$ cat src/rtl/login_pkg.sv
// Shared login definitions: FSM state encoding and the user ID table.
// The password checker indexes users with the same NUM_USERS and ordering.
package login_pkg;

    localparam int unsigned NUM_USERS   = 5;
    localparam int unsigned GUEST_INDEX = 4;
    localparam int unsigned ID_WIDTH    = 16;
    localparam int unsigned INDEX_WIDTH = 5;

    // Entry position in this table is the internal user index.
    localparam logic [ID_WIDTH-1:0] ID_TABLE [NUM_USERS] = '{
        16'h8522,  // user 0
        16'h4700,  // user 1
        16'h5928,  // user 2
        16'h2071,  // user 3
        16'hFFFF   // guest
    };

    typedef enum logic [2:0] {
        StIdle,
        StGetId,
        StLookup,
        StStartChk,
        StWaitAuth,
        StLoggedIn,
        StLocked
    } loginState_e;

endpackage

$ cat src/rtl/id_lookup.sv
// Combinational map from a 16-bit entered ID to {valid, internal user index}.
module id_lookup
    import login_pkg::*;
(
    input  logic [ID_WIDTH-1:0]    UserId,
    output logic                   Valid,
    output logic [INDEX_WIDTH-1:0] Index
);

    // Linear match against the table; IDs are unique so at most one entry hits.
    always_comb begin
        Valid = 1'b0;
        Index = '0;
        for (int unsigned i = 0; i < NUM_USERS; i++) begin
            if (UserId == ID_TABLE[i]) begin
                Valid = 1'b1;
                Index = INDEX_WIDTH'(i);
            end
        end
    end

endmodule

$ cat src/rtl/user_id_entry.sv
// Login front end: collects a 4-digit hex ID, maps it, kicks the password checker,
// supervises its result and enforces a lockout after repeated failures.
module user_id_entry
    import login_pkg::*;
#(
    parameter int unsigned MAX_ATTEMPTS   = 3,
    parameter int unsigned AUTH_TIMEOUT   = 50000000,
    parameter int unsigned LOCKOUT_CYCLES = 250000000
) (
    input  logic                   Clk,
    input  logic                   Reset,
    input  logic                   Start,
    input  logic                   EnterPulse,
    input  logic [3:0]             InputSwitches,
    input  logic                   Authenticated,
    input  logic                   LogOutReq,
    output logic [INDEX_WIDTH-1:0] InternalID,
    output logic                   BeginCheck,
    output logic                   LogOutPulse,
    output logic                   IdError,
    output logic                   LockedOut,
    output logic [2:0]             Attempts
);

    localparam int unsigned TIMER_MAX   = (AUTH_TIMEOUT > LOCKOUT_CYCLES) ? AUTH_TIMEOUT
                                                                          : LOCKOUT_CYCLES;
    localparam int unsigned TIMER_WIDTH = (TIMER_MAX > 1) ? $clog2(TIMER_MAX) : 1;
    localparam logic [TIMER_WIDTH-1:0] AUTH_LAST = TIMER_WIDTH'(AUTH_TIMEOUT - 1);
    localparam logic [TIMER_WIDTH-1:0] LOCK_LAST = TIMER_WIDTH'(LOCKOUT_CYCLES - 1);
    localparam logic [2:0]             MAX_ATT   = 3'(MAX_ATTEMPTS);

    loginState_e             state, stateNext;
    logic [ID_WIDTH-1:0]     idReg, idRegNext;
    logic [2:0]              digCnt, digCntNext;
    logic [TIMER_WIDTH-1:0]  timer;
    logic [2:0]              attemptsNext, attemptInc;
    logic [INDEX_WIDTH-1:0]  internalIdNext;
    logic                    logOutNext;
    logic                    idValid;
    logic [INDEX_WIDTH-1:0]  idIndex;

    id_lookup uLookup (
        .UserId (idReg),
        .Valid  (idValid),
        .Index  (idIndex)
    );

    // Saturating increment so the failure count can never wrap.
    assign attemptInc = (Attempts < MAX_ATT) ? Attempts + 3'd1 : Attempts;

    // Next-state logic and the single-cycle Moore outputs.
    always_comb begin
        stateNext      = state;
        idRegNext      = idReg;
        digCntNext     = digCnt;
        attemptsNext   = Attempts;
        internalIdNext = InternalID;
        logOutNext     = 1'b0;
        BeginCheck     = 1'b0;
        IdError        = 1'b0;
        LockedOut      = 1'b0;
        unique case (state)
            StIdle: begin
                idRegNext  = '0;
                digCntNext = '0;
                if (Start) stateNext = StGetId;
            end
            StGetId: begin
                if (EnterPulse && (digCnt < 3'd4)) begin
                    idRegNext  = {idReg[ID_WIDTH-5:0], InputSwitches};
                    digCntNext = digCnt + 3'd1;
                    if (digCnt == 3'd3) stateNext = StLookup;
                end
            end
            StLookup: begin
                if (idValid) begin
                    internalIdNext = idIndex;
                    stateNext      = StStartChk;
                end else begin
                    IdError    = 1'b1;
                    digCntNext = '0;
                    stateNext  = StGetId;
                end
            end
            StStartChk: begin
                BeginCheck = 1'b1;
                stateNext  = StWaitAuth;
            end
            StWaitAuth: begin
                // A success on the timeout cycle still counts as a login.
                if (Authenticated) begin
                    attemptsNext = '0;
                    stateNext    = StLoggedIn;
                end else if (timer == AUTH_LAST) begin
                    attemptsNext   = attemptInc;
                    logOutNext     = 1'b1;
                    internalIdNext = '0;
                    stateNext      = (attemptInc == MAX_ATT) ? StLocked : StIdle;
                end
            end
            StLoggedIn: begin
                if (LogOutReq) begin
                    logOutNext     = 1'b1;
                    internalIdNext = '0;
                    stateNext      = StIdle;
                end else if (!Authenticated) begin
                    internalIdNext = '0;
                    stateNext      = StIdle;
                end
            end
            StLocked: begin
                LockedOut = 1'b1;
                if (timer == LOCK_LAST) begin
                    attemptsNext = '0;
                    stateNext    = StIdle;
                end
            end
            default: stateNext = StIdle;
        endcase
    end

    // Shared cycle timer: zeroed on every state change, saturates instead of wrapping.
    always_ff @(posedge Clk) begin
        if (!Reset) begin
            timer <= '0;
        end else if (stateNext != state) begin
            timer <= '0;
        end else if (timer != '1) begin
            timer <= timer + 1'b1;
        end
    end

    // State and datapath registers.
    always_ff @(posedge Clk) begin
        if (!Reset) begin
            state       <= StIdle;
            idReg       <= '0;
            digCnt      <= '0;
            Attempts    <= '0;
            InternalID  <= '0;
            LogOutPulse <= 1'b0;
        end else begin
            state       <= stateNext;
            idReg       <= idRegNext;
            digCnt      <= digCntNext;
            Attempts    <= attemptsNext;
            InternalID  <= internalIdNext;
            LogOutPulse <= logOutNext;
        end
    end

endmodule

$ cat config.mk
export PLATFORM = sky130hd
export DESIGN_NAME = user_id_entry
export DESIGN_NICKNAME = d
export VERILOG_FILES = /design/src/rtl/login_pkg.sv /design/src/rtl/id_lookup.sv /design/src/rtl/user_id_entry.sv
export SDC_FILE = /design/constraint.sdc
export NUM_CORES = 1
export LEC_CHECK = 0
export CAP_MARGIN = 5
export CORE_UTILIZATION = 24
export DETAILED_ROUTE_END_ITERATION = 6
export GPL_ROUTABILITY_DRIVEN = 0
export PLACE_DENSITY = 0.5
export SLEW_MARGIN = 10
export SYNTH_ARGS = -nofsm -noshare
export SYNTH_HDL_FRONTEND = slang
export SYNTH_SLANG_ARGS = --single-unit
$ cat constraint.sdc
create_clock -name Clk -period 5.9 [get_ports Clk]
set_clock_uncertainty 0.05 [all_clocks]
set_input_delay 1.475 -clock Clk [delete_from_list [all_inputs] [get_ports Clk]]
set_output_delay 1.475 -clock Clk [all_outputs]
set_load 0.1 [all_outputs]
Word-level counts from Yosys, hierarchy flattened
Cells that the tools add are included.
{"block": "word_totals", "register_bits": 59, "input_bits": 10, "out_inout_bits": 12, "word_cells": 93}
{"block": "classes", "n_addsub": 3, "n_lt_le_gt_ge": 2, "n_eq_ne": 25, "mux": 44, "bitwise": 1, "reduce_logical": 11}
{"op": "$mux W3", "n": 16}
{"op": "$eq A16 B15 Y1 const B", "n": 2}
{"op": "$eq A16 B16 Y1 const B", "n": 2}
{"op": "$pmux W16 S2", "n": 1}
{"op": "$add A28 B1 Y28 const B", "n": 1}
{"op": "$eq A28 B26 Y1 const B", "n": 1}
{"op": "$eq A28 B28 Y1 const B", "n": 1}
{"op": "$ne A28 B28 Y1 const B", "n": 1}
{"op": "$mux W5", "n": 5}
{"op": "$pmux W3 S7", "n": 1}
{"op": "$eq A16 B14 Y1 const B", "n": 1}
{"op": "$mux W16", "n": 1}
{"op": "$pmux W5 S3", "n": 1}
{"op": "$mux W1", "n": 13}
{"op": "$eq A3 B2 Y1 const B", "n": 4}
{"op": "$ne A2 B2 Y1 const B", "n": 6}
{"op": "$eq A3 B3 Y1 const B", "n": 3}
{"op": "$pmux W3 S3", "n": 1}
{"op": "$add A3 B1 Y3 const B", "n": 2}
{"op": "$mux W2", "n": 3}
{"op": "$ne A3 B3 Y1 const B", "n": 2}
{"op": "$pmux W3 S2", "n": 1}
{"op": "$reduce_and A3 Y1", "n": 2}
{"op": "$reduce_bool A3 Y1", "n": 2}
{"op": "other kinds (12)", "n": 13}

Longest topological paths before layout
{"block": "logic_depth", "word_depth": 10, "mapped_depth": 10, "depth_no_buf": 8}

Modules after synthesis
A second synthesis with hierarchy kept.
{"block": "hier_totals", "cells_unflattened": 404, "area_unflattened_um2": 3166.8}
{"mod": "user_id_entry", "n_inst": 1, "cells_per_inst": 369, "area_per_inst_um2": 2935.3, "seq_area_each_um2": 1181.1}
{"mod": "id_lookup", "n_inst": 1, "cells_per_inst": 35, "area_per_inst_um2": 231.5, "seq_area_each_um2": 0.0}

Least setup slack after synthesis
Ideal clock, no wire load.
{"block": "synth_path", "kind": "reg-to-output", "startpoint": "register idReg[5]", "endpoint": "output IdError", "t_arrival_ns": 3.269, "required_ns": 4.375, "slack_ns": 1.106, "path_stages_with_launch": 6, "path_buffers": 0, "cell_sequence": "dfxtp_1 and3_1 and3_1 a22oi_1 o21ai_0 nor3b_1"}
{"block": "synth_via", "elab_chain_cells": 8, "elab_cells_between_ends": 12, "cone_classes": "5 x eq/ne; 7 x mux"}
{"element": "start, declared", "line_no": "user_id_entry.sv:33", "source": "logic [ID_WIDTH-1:0] idReg, idRegNext;"}
{"element": "start signal, assigned", "line_no": "user_id_entry.sv:144", "source": "idReg <= idRegNext;"}
{"element": "$eq A16 B16 Y1", "line_no": "id_lookup.sv:15", "source": "if (UserId == ID_TABLE[i]) begin"}
{"element": "$mux W1 (4 in a row)", "line_no": "id_lookup.sv:15"}
{"element": "$mux W1 (*)", "line_no": "id_lookup.sv:15"}
{"element": "$mux W1 (*)", "line_no": "user_id_entry.sv:76", "source": "if (idValid) begin"}
{"element": "$mux W1 (*)", "line_no": "user_id_entry.sv:62", "source": "unique case (state)"}
{"element": "end, declared", "line_no": "user_id_entry.sv:20", "source": "output logic IdError,"}
Mark *: on every way between the ends. The rest lies on a longest branch, timed or not.

Final worst setup path
{"block": "layout_path", "startpoint": "register idReg[9]", "endpoint": "output IdError"}
Same word-level chain as after synthesis.

==> results.toml <==
[outcome]
status = "complete, no violations"

[routing]
vias_per_cell = 4.88
drc = 0
antenna_left = 0
avgRoutedWirePerCell_um = 13.3
wl_met3_um = 295
drtIter0Drc = 127
met2_length_um = 3470
dr.pass1.iters = 4
num_vias = 2745
maxUsedRoutingLayer = "met4"
postRouteWirelength_um = 7480
drt-met1-wl_um = 3630

[logic_synthesis]
synthesis.yosys.warnings = 0
netlist.area_leader.share = 0.370
netlist_area_um2 = 3080
async_reset_ff_frac = 0
synth_seq_cells = 57
synth_flop_cell = "dfxtp_1"
synth_top_area_cell = "dfxtp_1"
synthTopCellsByArea = "dfxtp_1 37%, nand2_1 6.3%, xnor2_1 5.7%"
ys_seq_area_frac = 0.370
post_synth.cell_area_avg_um2 = 8.25
syn-instance-count = 374
ys_types = 54
synth_edf_count = 0

[cts]
path_clk_slew_ns = 0.05
post_cts_buffers = 0
clockRootBuffer = "clkbuf_16"
holdBufCountCts = 0
cts_max_path_buffers = 2
htreeDepth = 3
cts_sinks = 57
cts_made_buffers = 9
insertion_delay_ns = 0.33
cts_tree = "yes"
cts.repair.resized = 0

[power_and_ir_drop]
ir_drop_mv = 0.150
p_leak_uw = 0.00114
p_per_area_nw_per_um2 = 249
p_total_uw = 908

[floorplanning]
start_util = 0.245
io_pins = 22
fp.dieH_um = 115
die_w_um = 115
die_area_um2 = 13300
fp.coreArea_um2 = 12600
row_count = 41

[grt]
grt_usage = 0.122
grt_start_max_net_pins = 29
antenna_found_initial = 0
grt_pass1_vias = 2624
grt_pass1_wl_um = 12600
overflow = 0

[timing]
finalHoldViolations = 0
min_period_ns = 4.60
fin_crit_sh = 0.781
fmax_mhz = 217
slew_viol_final = 0
setup_viol = 0
worstMarginPinSlew_ns = 1.01
rsz0062_at_grt = "false"
timing.setup.tns_ns = 0
slew_headroom = 0.319

[finish]
final_cell_mix = "57 x dfxtp_1, 52 x nand2_1, 35 x nor2_1"
drive_above_1_share = 0.0844
layout_commonest_cell = "dfxtp_1"
n_antenna_cell = 0
finalNetCount = 401
post-route-util = 0.291
syn_to_final_growth_pct = 18.5

[hold_path]
min_path_type = "register to register"

[worst_setup_path]
worstPathRequired_ns = 4.38
arrival_ns = 3.08
worstSetupPathType = "register to output port"
cp-end-kind = "output port"
cp-start-kind = "register"
crit_fanout = 6

[place]
hpwl_um = 5130
port_buffers = 19

[job]
drv_cap = 0
[cell families after synthesis]
logic type                 share of synthesized area
buffers and inverters                         0.0523
DFF                                            0.370
AOI/OAI and AO/OA                              0.107
other                                        0.00122
and+or+nand+nor                                0.372
xor gates and xnor gates                      0.0653
adders and majority gates                     0.0162
muxes                                         0.0162
[stage by stage]
step / worst slack, ns / std cells / hold slack, ns / instance area (µm²)
after CTS: 1.33 / 563 / 0.415 / 3650
after global routing: 1.13 / 563 / 0.444 / 3650
after detailed placement: 1.69 / 548 / 0.408 / 3390
after floorplan: 1.11 / 375 / 0.388 / 3090
after global placement: 1.72 / 548 / 0.397 / 3390
final: 1.30 / 563 / 0.411 / 3650
[per-layer routing]
metal / vias up / track usage
met1: 1300 / 0.154
li1: 1373 / -
met4: 0 / 0.0381
met5: - / 0
met2: 64 / 0.192
met3: 8 / 0.0469
[critical path, stage by stage, from the launching register on]
cell	delay (ns)
dfxtp_1	0.42
or4b_2	0.62
nor3_1	0.24
a21oi_1	0.13
o21ai_0	0.24
nor3b_1	0.10
clkdlybuf4s50_1	1.01
[cell usage after synthesis (3+ instances only)]
master,n
nand2_1,52
xnor2_1,20
nor4_1,7
nand3_1,32
or4b_2,4
nor3b_1,5
nor3_1,15
or4_1,7
o21ai_0,7
buf_6,4
a21oi_1,25
nand4_1,7
xor2_1,3
a211oi_1,5
nor4_2,4
clkbuf_1,9
inv_1,10
nand4b_1,3
ha_1,4
mux2i_1,5
nor2_1,35
buf_4,4
nand2b_1,3
a211o_1,3
buf_2,3
and4_1,3
dfxtp_1,57
and3_1,4
[layout make-up]
cell class | instances | area [µm²]
clock buffer | 12 | 246
fill | 1349 | 8910
clock inverter | 3 | 17.5
tap | 172 | 215
multi-input combinational | 288 | 1790
sequential | 57 | 1140
timing repair buffer | 21 | 205
inverter | 10 | 37.5
[where the power goes]
part | total [µW] | switching [µW] | internal (µW)
Clock | 470 | 179 | 291
Sequential | 394 | 4.98 | 389
Combinational | 43.8 | 29.9 | 13.9
Total | 908 | 214 | 694
[worst paths after layout]
| check | from | to | slack (ns) | depth (start not counted) |
|---|---|---|---|---|
| setup / recovery | idReg[9]$_SDFFE_PN0P_ | IdError | 1.30 | 6 |
| hold / removal | digCnt[1]$_SDFFE_PN0P_ | digCnt[1]$_SDFFE_PN0P_ | 0.41 | 2 |
| setup reg to reg | timer[10]$_SDFFE_PP0P_ | timer[24]$_SDFFE_PP0P_ | 2.89 | 6 |
| hold reg to reg | digCnt[1]$_SDFFE_PN0P_ | digCnt[1]$_SDFFE_PN0P_ | 0.41 | 2 |
[registers in the layout (all words and copies together) (netlist names)]
name / count
digCnt: 3
state: 3
idReg: 16
LogOutPulse: 1
timer: 28
InternalID: 3
Attempts: 3
(Power assumes the default switching activity.)
